--- src/rtl/adc_dual_spi_capture_pkg.sv ---
// rtl/adc_dual_spi_capture_pkg.sv - shared types and frame geometry for the dual ADC capture
package adc_dual_spi_capture_pkg;

  // Sequencer states, in the order they are visited after a restart.
  typedef enum logic [2:0] {
    START     = 3'd0,
    AMP_SHIFT = 3'd1,
    CONV      = 3'd2,
    ADC_FRAME = 3'd3,
    DONE      = 3'd4
  } state_t;

  // Preamp gain word length and the fall count that ends the gain shift.
  localparam int         AMP_BITS  = 8;
  localparam logic [3:0] AMP_LAST  = 4'd8;

  // CONV phase counter: tick 0 raises CONV, tick 2 drops it (one SCK period high).
  localparam logic [1:0] CONV_LAST = 2'd2;

  // ADC frame: 34 SCK cycles, first bit lands in the MSB.
  localparam int         FRAME_LEN  = 34;
  localparam logic [5:0] FRAME_LAST = 6'd34;

  // Sample width and where each channel sits in the finished frame.
  localparam int SAMPLE_W = 14;
  localparam int CH0_MSB  = 30;
  localparam int CH0_LSB  = 17;
  localparam int CH1_MSB  = 14;
  localparam int CH1_LSB  = 1;

endpackage

--- src/rtl/adc_dual_spi_capture_tick_div.sv ---
// rtl/adc_dual_spi_capture_tick_div.sv - SCK half-period tick generator and free-running divided clock
module spi_tick_div #(
  parameter int HALF_DIV = 25
) (
  input  logic clk,
  input  logic rst_n,
  output logic tick,
  output logic clk_out
);

  localparam int             CW   = (HALF_DIV > 1) ? $clog2(HALF_DIV) : 1;
  localparam logic [CW-1:0]  LAST = CW'(HALF_DIV - 1);

  logic [CW-1:0] cnt;

  // A tick marks the last clk of each SCK half-period.
  assign tick = (cnt == LAST);

  // Wrap counter at HALF_DIV-1 and toggle the divided clock on every wrap.
  always_ff @(posedge clk or negedge rst_n) begin
    if (!rst_n) begin
      cnt     <= '0;
      clk_out <= 1'b0;
    end else if (tick) begin
      cnt     <= '0;
      clk_out <= ~clk_out;
    end else begin
      cnt     <= cnt + 1'b1;
    end
  end

endmodule

--- src/rtl/adc_dual_spi_capture.sv ---
// rtl/adc_dual_spi_capture.sv - single-shot SPI master: program preamp gain, convert, capture one dual-channel ADC frame
module adc_dual_spi_capture
  import adc_dual_spi_capture_pkg::*;
#(
  parameter int         HALF_DIV = 25,
  parameter logic [7:0] AMP_GAIN = 8'h11
) (
  input  logic                 clk,
  input  logic                 rst_n,
  input  logic                 enable,
  input  logic                 spi_miso,
  output logic                 spi_sck,
  output logic                 spi_mosi,
  output logic                 amp_cs,
  output logic                 amp_shdn,
  output logic                 adc_conv,
  output logic                 spi_ss_b,
  output logic                 sf_ce0,
  output logic                 fpga_init_b,
  output logic                 dac_cs,
  output logic                 clk_out,
  output logic                 a1,
  output logic                 a2,
  output logic [FRAME_LEN-1:0] adc_data,
  output logic [SAMPLE_W-1:0]  adc_data1,
  output logic [SAMPLE_W-1:0]  adc_data2
);

  logic                 tick;
  state_t               state;
  state_t               state_next;
  logic [AMP_BITS-1:0]  amp_sr;
  logic [3:0]           amp_cnt;
  logic [1:0]           conv_cnt;
  logic [5:0]           adc_clk_count;
  logic                 miso_meta;
  logic                 miso_sync;
  logic [FRAME_LEN-1:0] frame_next;

  // Other devices on the shared bus stay deselected; the preamp is never shut down.
  assign amp_shdn    = 1'b0;
  assign spi_ss_b    = 1'b1;
  assign sf_ce0      = 1'b1;
  assign fpga_init_b = 1'b1;
  assign dac_cs      = 1'b1;

  // Frame contents after the current falling-edge sample is shifted in.
  assign frame_next = {adc_data[FRAME_LEN-2:0], miso_sync};

  spi_tick_div #(
    .HALF_DIV (HALF_DIV)
  ) u_tick_div (
    .clk     (clk),
    .rst_n   (rst_n),
    .tick    (tick),
    .clk_out (clk_out)
  );

  // Bring the ADC data pin into the clk domain; it is sampled half an SCK period after it changes.
  always_ff @(posedge clk or negedge rst_n) begin
    if (!rst_n) begin
      miso_meta <= 1'b0;
      miso_sync <= 1'b0;
    end else begin
      miso_meta <= spi_miso;
      miso_sync <= miso_meta;
    end
  end

  // Sequencer state register.
  always_ff @(posedge clk or negedge rst_n) begin
    if (!rst_n) begin
      state <= START;
    end else begin
      state <= state_next;
    end
  end

  // Next-state: enable forces START immediately; all other moves happen on ticks.
  always_comb begin
    state_next = state;
    if (enable) begin
      state_next = START;
    end else if (tick) begin
      case (state)
        START:     state_next = AMP_SHIFT;
        AMP_SHIFT: if (amp_cnt == AMP_LAST) state_next = CONV;
        CONV:      if (conv_cnt == CONV_LAST) state_next = ADC_FRAME;
        ADC_FRAME: if (spi_sck && (adc_clk_count == FRAME_LAST)) state_next = DONE;
        default:   state_next = state;
      endcase
    end
  end

  // Bus pins, shift registers and counters, all stepped on ticks of the active state.
  always_ff @(posedge clk or negedge rst_n) begin
    if (!rst_n) begin
      spi_sck       <= 1'b0;
      spi_mosi      <= 1'b0;
      amp_cs        <= 1'b1;
      adc_conv      <= 1'b0;
      a1            <= 1'b0;
      a2            <= 1'b0;
      adc_data      <= '0;
      adc_data1     <= '0;
      adc_data2     <= '0;
      amp_sr        <= '0;
      amp_cnt       <= '0;
      conv_cnt      <= '0;
      adc_clk_count <= '0;
    end else if (enable) begin
      // Park the bus; captured results stay visible until the next start.
      spi_sck  <= 1'b0;
      amp_cs   <= 1'b1;
      adc_conv <= 1'b0;
      spi_mosi <= 1'b0;
    end else if (tick) begin
      case (state)
        START: begin
          // Begin a fresh shot: drop old results and present the gain MSB before the first rise.
          spi_sck   <= 1'b0;
          amp_cs    <= 1'b0;
          a1        <= 1'b0;
          a2        <= 1'b0;
          adc_data  <= '0;
          adc_data1 <= '0;
          adc_data2 <= '0;
          spi_mosi  <= AMP_GAIN[AMP_BITS-1];
          amp_sr    <= {AMP_GAIN[AMP_BITS-2:0], 1'b0};
          amp_cnt   <= '0;
        end
        AMP_SHIFT: begin
          if (amp_cnt == AMP_LAST) begin
            // All gain bits clocked: release the preamp before CONV is raised.
            amp_cs   <= 1'b1;
            a1       <= 1'b1;
            spi_mosi <= 1'b0;
            conv_cnt <= '0;
          end else if (!spi_sck) begin
            spi_sck <= 1'b1;
          end else begin
            // Falling edge: the preamp has taken the bit, move to the next one.
            spi_sck  <= 1'b0;
            amp_cnt  <= amp_cnt + 1'b1;
            spi_mosi <= amp_sr[AMP_BITS-1];
            amp_sr   <= {amp_sr[AMP_BITS-2:0], 1'b0};
          end
        end
        CONV: begin
          if (conv_cnt == CONV_LAST) begin
            adc_conv      <= 1'b0;
            adc_clk_count <= '0;
          end else begin
            adc_conv <= 1'b1;
            conv_cnt <= conv_cnt + 1'b1;
          end
        end
        ADC_FRAME: begin
          if (!spi_sck) begin
            spi_sck       <= 1'b1;
            adc_clk_count <= adc_clk_count + 1'b1;
          end else begin
            // Falling edge: sample the ADC, and on the last bit publish both channels.
            spi_sck  <= 1'b0;
            adc_data <= frame_next;
            if (adc_clk_count == FRAME_LAST) begin
              adc_data1 <= frame_next[CH0_MSB:CH0_LSB];
              adc_data2 <= frame_next[CH1_MSB:CH1_LSB];
              a2        <= 1'b1;
            end
          end
        end
        default: begin
          spi_sck  <= 1'b0;
          amp_cs   <= 1'b1;
          adc_conv <= 1'b0;
        end
      endcase
    end
  end

endmodule

--- config.mk ---
export PLATFORM = sky130hd
export DESIGN_NAME = adc_dual_spi_capture
export DESIGN_NICKNAME = d
export VERILOG_FILES = /design/src/rtl/adc_dual_spi_capture_pkg.sv /design/src/rtl/adc_dual_spi_capture_tick_div.sv /design/src/rtl/adc_dual_spi_capture.sv
export SDC_FILE = /design/constraint.sdc
export NUM_CORES = 1
export LEC_CHECK = 0
export CORE_MARGIN = 4
export CORE_UTILIZATION = 29
export CTS_BUF_LIST = sky130_fd_sc_hd__clkbuf_4 sky130_fd_sc_hd__clkbuf_8
export CTS_CLUSTER_DIAMETER = 80
export DETAILED_ROUTE_END_ITERATION = 16
export PLACE_DENSITY = 0.45
export SYNTH_ARGS = -nofsm -noshare
export SYNTH_HDL_FRONTEND = slang
export SYNTH_SLANG_ARGS = --single-unit
--- constraint.sdc ---
create_clock -name clk -period 3.9 [get_ports clk]
set_input_delay 0.39 -clock clk [delete_from_list [all_inputs] [get_ports clk]]
set_output_delay 0.39 -clock clk [all_outputs]
set_load 0.01 [all_outputs]
# Yosys cells after proc, flatten, opt, wreduce, memory -nomap -nowiden
# Cells that the tools add are included.
[word_totals] out_inout_bits=74 ff_bits=99 in_bits=4 wordCells=118
[classes] bitwise=2 addsub=4 n_mux=49 eq_ne=23 n_reduce_logical=22
[op_table] op="34-bit case mux with 2 select lines" count=1
[op_table] op="14-bit 2-to-1 mux" count=4
[op_table] op="14-bit case mux with 2 select lines" count=2
[op_table] op="34-bit 2-to-1 mux" count=1
[op_table] op="5-bit AND reduction" count=5
[op_table] op="2-bit != test, second input constant" count=9
[op_table] op="1-bit 2-to-1 mux" count=16
[op_table] op="8-bit 2-to-1 mux" count=2
[op_table] op="8-bit case mux with 2 select lines" count=1
[op_table] op="3-bit 2-to-1 mux" count=5
[op_table] op="6-bit 2-to-1 mux" count=2
[op_table] op="3-bit != test, second input constant" count=4
[op_table] op="3-bit case mux with 4 select lines" count=1
[op_table] op="6-bit case mux with 2 select lines" count=1
[op_table] op="2-bit nonzero test" count=5
[op_table] op="3-bit AND reduction" count=3
[op_table] op="4-bit 2-to-1 mux" count=2
[op_table] op="1-bit case mux with 2 select lines" count=4
[op_table] op="4-bit case mux with 2 select lines" count=1
[op_table] op="4-bit AND reduction" count=2
[op_table] op="6-bit by 1-bit adder with 6-bit output, second input constant" count=1
[op_table] op="3-bit by 2-bit equality test with 1-bit output, second input constant" count=2
[op_table] op="6-bit equality test, second input constant" count=1
[op_table] op="1-bit case mux with 3 select lines" count=2
[op_table] op="20 further kinds" count=23

# Longest topological paths before layout
# Gate-level depths: netlist of the first run.
[depth] ltp_word=6 ltp_mapped=9 ltp_nobuf=6

# Hierarchy
# From an unflattened synthesis of the first run, not the netlist that was laid out.
[hier_totals] cells_unflattened=396 area_unflattened_um2=4251.6
[modules_own_cells] mod="adc_dual_spi_capture" area_per_inst_um2=3948.8 seq_area_each_um2=2303.5 n_inst=1 cells_per_inst=370
[modules_own_cells] mod="spi_tick_div" area_per_inst_um2=302.8 seq_area_each_um2=150.1 n_inst=1 cells_per_inst=26

# Worst setup path before layout of the first run
# OpenSTA, ideal clock, no wires.
[synth_timing] path_type="register to register" from="reg u_tick_div.cnt[0]" to="reg adc_clk_count[5]" path_slack_ns=2.000 path_buffers=0 synth_period_minus_slack_ns=1.900 arrival_time_ns=1.814 t_required_ns=3.814 stages_incl_launch_ff=7 path_cell_list="dfrtp_1 -> inv_1 -> ha_1 -> nand4b_4 -> or3_4 -> or4_1 -> a32oi_1"
[synth_via] elab_chain_cells=2
[synth_rtl] element="from (decl)" line_no="adc_dual_spi_capture_tick_div.sv:14" text="logic [CW-1:0] cnt;"
[synth_rtl] element="from (signal assigned)" line_no="adc_dual_spi_capture_tick_div.sv:28" text="cnt <= cnt + 1'b1;"
[synth_rtl] element="5-bit equality test" line_no="adc_dual_spi_capture_tick_div.sv:17" text="assign tick = (cnt == LAST);"
[synth_rtl] element="5-bit AND reduction (no line)"
[synth_rtl] element="to (signal assigned)" line_no="adc_dual_spi_capture.sv:161" text="adc_clk_count <= adc_clk_count + 1'b1;"
[synth_rtl] element="to (decl)" line_no="adc_dual_spi_capture.sv:35" text="logic [5:0] adc_clk_count;"
# Every way passes these cells.
# A chain may end at the register's enable or synchronous reset.

# Final worst setup path of the first run
[layout_timing] from="reg u_tick_div.cnt[0]" to="reg adc_data2[8]"
[layout_via] elab_chain_cells=2
[layout_rtl] element="5-bit equality test" line_no="adc_dual_spi_capture_tick_div.sv:17"
[layout_rtl] element="5-bit AND reduction (no line)"
[layout_rtl] element="to (signal assigned)" line_no="adc_dual_spi_capture.sv:168" text="adc_data2 <= frame_next[CH1_MSB:CH1_LSB];"
[layout_rtl] element="to (decl)" line_no="adc_dual_spi_capture.sv:26" text="output logic [SAMPLE_W-1:0] adc_data2"
# Every way passes these cells.

==> impl_metrics.yaml, run 1 <==
outcome:
  status: "completed"
critical_path:
  regToRegStartpoint: "u_tick_div.cnt[0]"
  endpoint_kind: "register"
  cpPeakStageDelay_ps: 710
  path_delay_family: "simple AND/OR/NAND/NOR gates"
  worst-path-max-fanout: 28
  crit_path_start_kind: "register"
  critPathRequiredTime_ps: 4160
  crit_start: "u_tick_div.cnt[0]"
  crit_arrival_ps: 2920
  critPathKind: "register to register"
  cp_slowest_cell: "nand2b_1"
  path_buf_inv: 1
  crit_chain: "inv_1, ha_1, nand4b_4, nor3_2, nand2b_1, a22o_1"
power:
  p_int_w: 0.00131
  power.clock.fraction: 0.358
  p_sw_frac: 0.257
  seq_power_share: 0.590
  power.switching_w: 0.000453
  pwr-share-comb: 0.052
  power_density_mw_per_mm2: 328
  p_leak_nw: 2.26
  peakVddDrop_mv: 0.152
synthesis:
  synth-seq-area-share: 0.563
  synthTopCellsByArea: "dfrtp_1 (56%), o21ai_0 (8.6%), nand2_1 (7.4%)"
  avgSynthCellArea_um2: 9.96
  postSynth.topFlopCell: "dfrtp_1"
  synth-edff-count: 0
  synth_cell_types: 56
  synthDominantCellAreaShare: 0.557
  synth_area_leader_cell: "dfrtp_1"
  ys_warn_count: 0
  async_reset_ff_frac: 1.00
  netlist_area_mm2: 0.00436
  ys_ff_latch: 98
  syn_inst: 438
timing:
  period_share: 0.680
  finalSetupTns_ps: 0
  maxSlewViolCount: 0
  hold_viol: 0
  min_period_ps: 2650
  worst_pin_slew_ps: 1140
  setup_viol: 0
  fmax_mhz: 377
  setup_slack_ps: 1250
  rsz0062_at_grt: "false"
  finalClockSkew_ps: 10.4
  slew_headroom: 0.243
global_routing:
  grt_pass1_wl_mm: 17.5
  grt_usage: 0.130
  grt_max_degree: 74
  grt_pass1_vias: 3329
  antenna_found_initial: 0
  overflow: 0
die:
  ios: 78
  die_y_um: 131
  coreArea_mm2: 0.0146
  start_util: 0.298
  rows: 44
  die_w_um: 131
  dieArea_mm2: 0.0171
flow_run:
  drv_cap: 0
clocking:
  cts_buffers: 9
  cts_hold_buf: 0
  cts_sinks: 98
  cts.reportedPaths.clkPinSlew_ps: 100
  postCtsSetupRepairBufs: 0
  root_buffer: "clkbuf_8"
  tritoncts: "yes"
  htreeDepth: 3
  cts_max_path_buffers: 2
  cts_resized: 0
  clock_latency_ps: 370
layout:
  final_net_count: 506
  area_delta_synth_final_pct: 23.1
  nFillCells: 1510
  antenna_cells: 0
  layout-drive-gt1-share: 0.0620
  fin_area_mm2: 0.00537
detailed_routing:
  drt-total-wl_mm: 10.6
  num_vias: 3283
  vias_per_cell: 4.80
  route.detailed.drc: 0
  ant_nets: 0
  drt_iter0_markers: 153
  first_pass_iters: 4
  wire_per_inst_um: 15.5
place:
  io_buffers: 72
  place.detailed.hpwl_mm: 7.07
  dp_slack_ps: 998
  post_dp_cell_area_mm2: 0.00519
  place_congestion: 0.796
hold_path:
  hp-class: "primary input to asynchronous set/reset pin"
-- worst register-to-register path: stages (launching register included) --
cell,delay (ps)
dfrtp_1,420
inv_1,70
ha_1,220
nand4b_4,240
nor3_2,420
nand2b_1,710
a22o_1,480
-- synthesized netlist by cell type (all sizes together) (2+ instances only) --
cell type	count
dfrtp	97
nand2	86
o21ai	75
clkbuf	19
a22o	17
buf	15
nor2	14
inv	12
nand3	12
a21oi	9
ha	7
o31ai	7
a31oi	5
and3	5
nand2b	5
nor3	5
mux2i	4
a32oi	3
nand4b	3
o211ai	3
xnor2	3
a21boi	2
conb	2
nand3b	2
nor2b	2
-- power by group through the flow --
stage          clock network (W)  registers, W  logic [W]
3_5_place_dp                   0       0.00106  0.0000946
6_report                0.000630       0.00104  0.0000913
2_1_floorplan                  0       0.00106  0.0000413
5_1_grt                 0.000699       0.00104   0.000105
4_1_cts                 0.000666       0.00104  0.0000952
3_3_place_gp                   0       0.00106  0.0000942
-- cell usage in the layout (no fill, tap or decap), types with 2 or more instances in the layout --
cell type / count
dfrtp_1: 97
nand2_1: 86
o21ai_0: 75
clkdlybuf4s50_1: 71
a22o_1: 17
nor2_1: 14
inv_1: 12
nand3_1: 12
a21oi_1: 9
clkbuf_8: 9
o31ai_1: 7
ha_1: 7
buf_4: 6
and3_1: 5
a31oi_1: 5
conb_1: 5
nand2b_1: 4
nor3_1: 4
mux2i_1: 4
xnor2_1: 3
a32oi_1: 3
o211ai_1: 3
nand3b_1: 2
a21boi_0: 2
nor2b_1: 2
nand4b_1: 2
clkinv_4: 2
-- path summary, 6_finish.rpt --
kind	to	slack [ps]	cells after the start
max	adc_data2[8]	1250	6
min	amp_sr[3]	150	1
max reg2reg	adc_data2[8]	1250	6
min reg2reg	miso_sync	360	0
max in group asynchronous	adc_clk_count[0]	2810	2
min in group clk	miso_sync	360	0
-- per-layer routing --
metal | wire length, µm | global-route usage | vias to the layer above
met5 | 0 | 0 | -
met4 | 172 | 0.0563 | 0
met3 | 397 | 0.0252 | 12
met2 | 4850 | 0.196 | 58
met1 | 5180 | 0.183 | 1585
li1 | - | - | 1628
-- layout make-up --
cell class | instances | area (µm²) | area share
clock buffer | 10 | 131 | 0.0245
clock inverter | 6 | 50.0 | 0.00932
inverter | 12 | 45.0 | 0.00839
multi-input combinational | 297 | 1700 | 0.317
sequential | 98 | 2450 | 0.457
tap | 184 | 230 | 0.0429
timing repair buffer | 77 | 756 | 0.141
-- registers in the layout (all words and copies together), names as in the netlist --
signal,count
conv_cnt,2
a2,1
spi_mosi,1
adc_clk_count,6
adc_data1,14
amp_sr,7
amp_cnt,4
u_tick_div.clk_out,1
adc_conv,1
u_tick_div.cnt,5
a1,1
miso_meta,1
adc_data2,14
miso_sync,1
amp_cs,1
adc_data,34
state,3
spi_sck,1
-- cells by family (layout without fill, tap and decap cells) --
group / after synthesis / count (layout) / synth area share
adders and majority gates: 7 / 7 / 0.0201
xor gates and xnor gates: 4 / 4 / 0.00803
other: 2 / 5 / 0.00172
buffers and inverters: 46 / 105 / 0.0499
muxes: 5 / 5 / 0.0118
and+or+nand+nor: 146 / 146 / 0.164
AOI/OAI and AO/OA: 130 / 130 / 0.182
DFF: 98 / 98 / 0.563
-- through the flow --
| step | util | total power (W) | instances | hold WS, ps |
|---|---|---|---|---|
| after global routing | 0.367 | 0.00185 | 684 | 233 |
| after CTS | 0.367 | 0.00180 | 684 | 182 |
| after global placement | 0.354 | 0.00115 | 668 | 334 |
| after floorplan | - | 0.00110 | 441 | 94.4 |
| final | 0.367 | 0.00176 | 684 | 154 |
| after detailed placement | 0.354 | 0.00115 | 668 | 337 |
(Power assumes the default switching activity.)
==> run 2: changes to the inputs <==
PLACE_DENSITY = 0.47   (was 0.45)
clock period = 2.3 ns   (was 3.9 ns; I/O delays follow)
==> run 2 against run 1 <==
Register-to-register slack worse by 1000 ps. Critical endpoint is now amp_cnt[0]. First-iteration DRC count is 25% higher. Clock power is 71% higher. Critical path depth stayed put. Cell area is 3.2% higher. Sequential share of layout area is 1.4 points lower. Via count is 4.0% higher. Setup slack worse by 1000 ps. Core utilization is 1.2 points higher. Highest routed layer unchanged. Sequential power is 69% higher. Non-clock buffer count is 17 higher.
==> impl_metrics.yaml, run 2 (synthesized netlist as in run 1, its figures left out) <==
timing:
  whs_ps: 270
  finalClockSkew_ps: 7.89
  finalSetupTns_ps: 0
  min_period_ps: 2070
  fmax_mhz: 484
  maxSlewViolCount: 0
  hold_viol: 0
  worst_pin_slew_ps: 584
  slew_headroom: 0.609
  setup_viol: 0
  rsz0062_at_grt: "false"
  period_share: 0.899
layout:
  nFillCells: 1475
  area_delta_synth_final_pct: 27.0
  largest_register_ffs: 34
  layout_common_cells: "dfrtp_1 (97), nand2_1 (86), o21ai_0 (75)"
  top_register: "adc_data"
  seq_area_mm2: 0.00245
  fin_area_mm2: 0.00554
  final_net_count: 523
  biggestRegsByFlops: "adc_data: 34 flops, adc_data1: 14 flops, adc_data2: 14 flops"
  layout-drive-gt1-share: 0.0909
  antenna_cells: 0
  multiInputGateArea_mm2: 0.00170
  layout_commonest_cell: "dfrtp_1"
detailed_routing:
  wire_per_inst_um: 15.4
  highest-signal-layer: "met4"
  wl_met2_mm: 4.98
  drt_iter0_markers: 191
  vias_per_cell: 4.87
  wl_met1_mm: 5.21
  wl_met3_um: 417
  drt-total-wl_mm: 10.8
  ant_nets: 0
  num_vias: 3415
  route.detailed.drc: 0
  first_pass_iters: 5
die:
  rows: 44
  start_util: 0.298
  ios: 78
  die_y_um: 131
  die_w_um: 131
  coreArea_mm2: 0.0146
  dieArea_mm2: 0.0171
flow_run:
  drv_cap: 0
hold_path:
  hp-class: "primary input to register"
  hold_depth: 1
critical_path:
  worst-path-max-fanout: 14
  endpoint_kind: "register"
  critPathRequiredTime_ps: 2610
  crit_arrival_ps: 2380
  reg2regPathDepth: 6
  crit_path_start_kind: "register"
  critPathKind: "register to register"
global_routing:
  grt_max_degree: 69
  overflow: 0
  grt_usage: 0.131
  grt_pass1_wl_mm: 17.7
  antenna_found_initial: 0
  grt_pass1_vias: 3302
power:
  p_leak_nw: 2.36
  peakVddDrop_mv: 0.257
  power_density_mw_per_mm2: 544
  p_total_w: 0.00302
place:
  post_dp_cell_area_mm2: 0.00534
  place.detailed.hpwl_mm: 7.31
  io_buffers: 72
  place_congestion: 0.800
outcome:
  status: "completed"
clocking:
  root_buffer: "clkbuf_8"
  cts_max_path_buffers: 2
  cts_buffers: 9
  tritoncts: "yes"
  cts_sinks: 98
  clock_latency_ps: 390
  cts.reportedPaths.clkPinSlew_ps: 100
  htreeDepth: 3
run 2: cell count changes in the layout (fill, tap and decap cells not counted), sizes merged:
| cell | previous run | this run |
|---|---|---|
| clkbuf | 10 | 9 |
| buf | 6 | 22 |
| dlygate4sd3 | 0 | 1 |
| clkinvlp | 1 | 2 |
run 2: per-stage QoR:
stage                util  worst slack [ps]  std cells
floorplan               -               400        441
global placement    0.365               311        684
detailed placement  0.365               229        684
CTS                 0.378               206        701
global route        0.378              52.1        701
finish              0.378               232        701
run 2: path summary, 6_finish.rpt:
kind | from | to | slack [ps]
max | u_tick_div.cnt[0] | amp_cnt[0] | 230
min | spi_miso | miso_meta | 270
max reg2reg | u_tick_div.cnt[0] | amp_cnt[0] | 230
min reg2reg | miso_meta | miso_sync | 360
max in group asynchronous | rst_n | adc_data[22] | 1280
min in group asynchronous | rst_n | amp_sr[2] | 340
run 2: power by group:
group	internal, W	leakage, nW	switching (W)
sequential	0.00175	1.31	0.0000150
clock	0.000410	0.0890	0.000672
combinational	0.0000638	0.957	0.000108
run 2: worst max-delay path: stages, from the launching register on:
cell and delay [ps]:
dfrtp_1 410, inv_1 70, ha_1 230, and4b_1 520
nand2_1 160, nor2_1 360, mux2i_1 230
run 2: cell type report:
type                       instances  area share
timing repair buffer              94       0.167
multi-input combinational        297       0.307
inverter                          12     0.00813
sequential                        98       0.443
clock inverter                     7      0.0113
tap                              184      0.0416
clock buffer                       9      0.0224
run 2: repair_timing:
| action | 4_1_cts | 5_1_grt |
|---|---|---|
| gates resized for setup | 0 | 0 |
| hold buffers | 1 | 0 |
| endpoints found under the hold margin | 32 | 0 |
| setup buffers | 0 | 0 |
run 2: metal layers:
metal  global-route usage  vias up
met4               0.0544        0
met1                0.186     1665
met3               0.0309       14
met5                    0        -
met2                0.193       63
li1                     -     1673
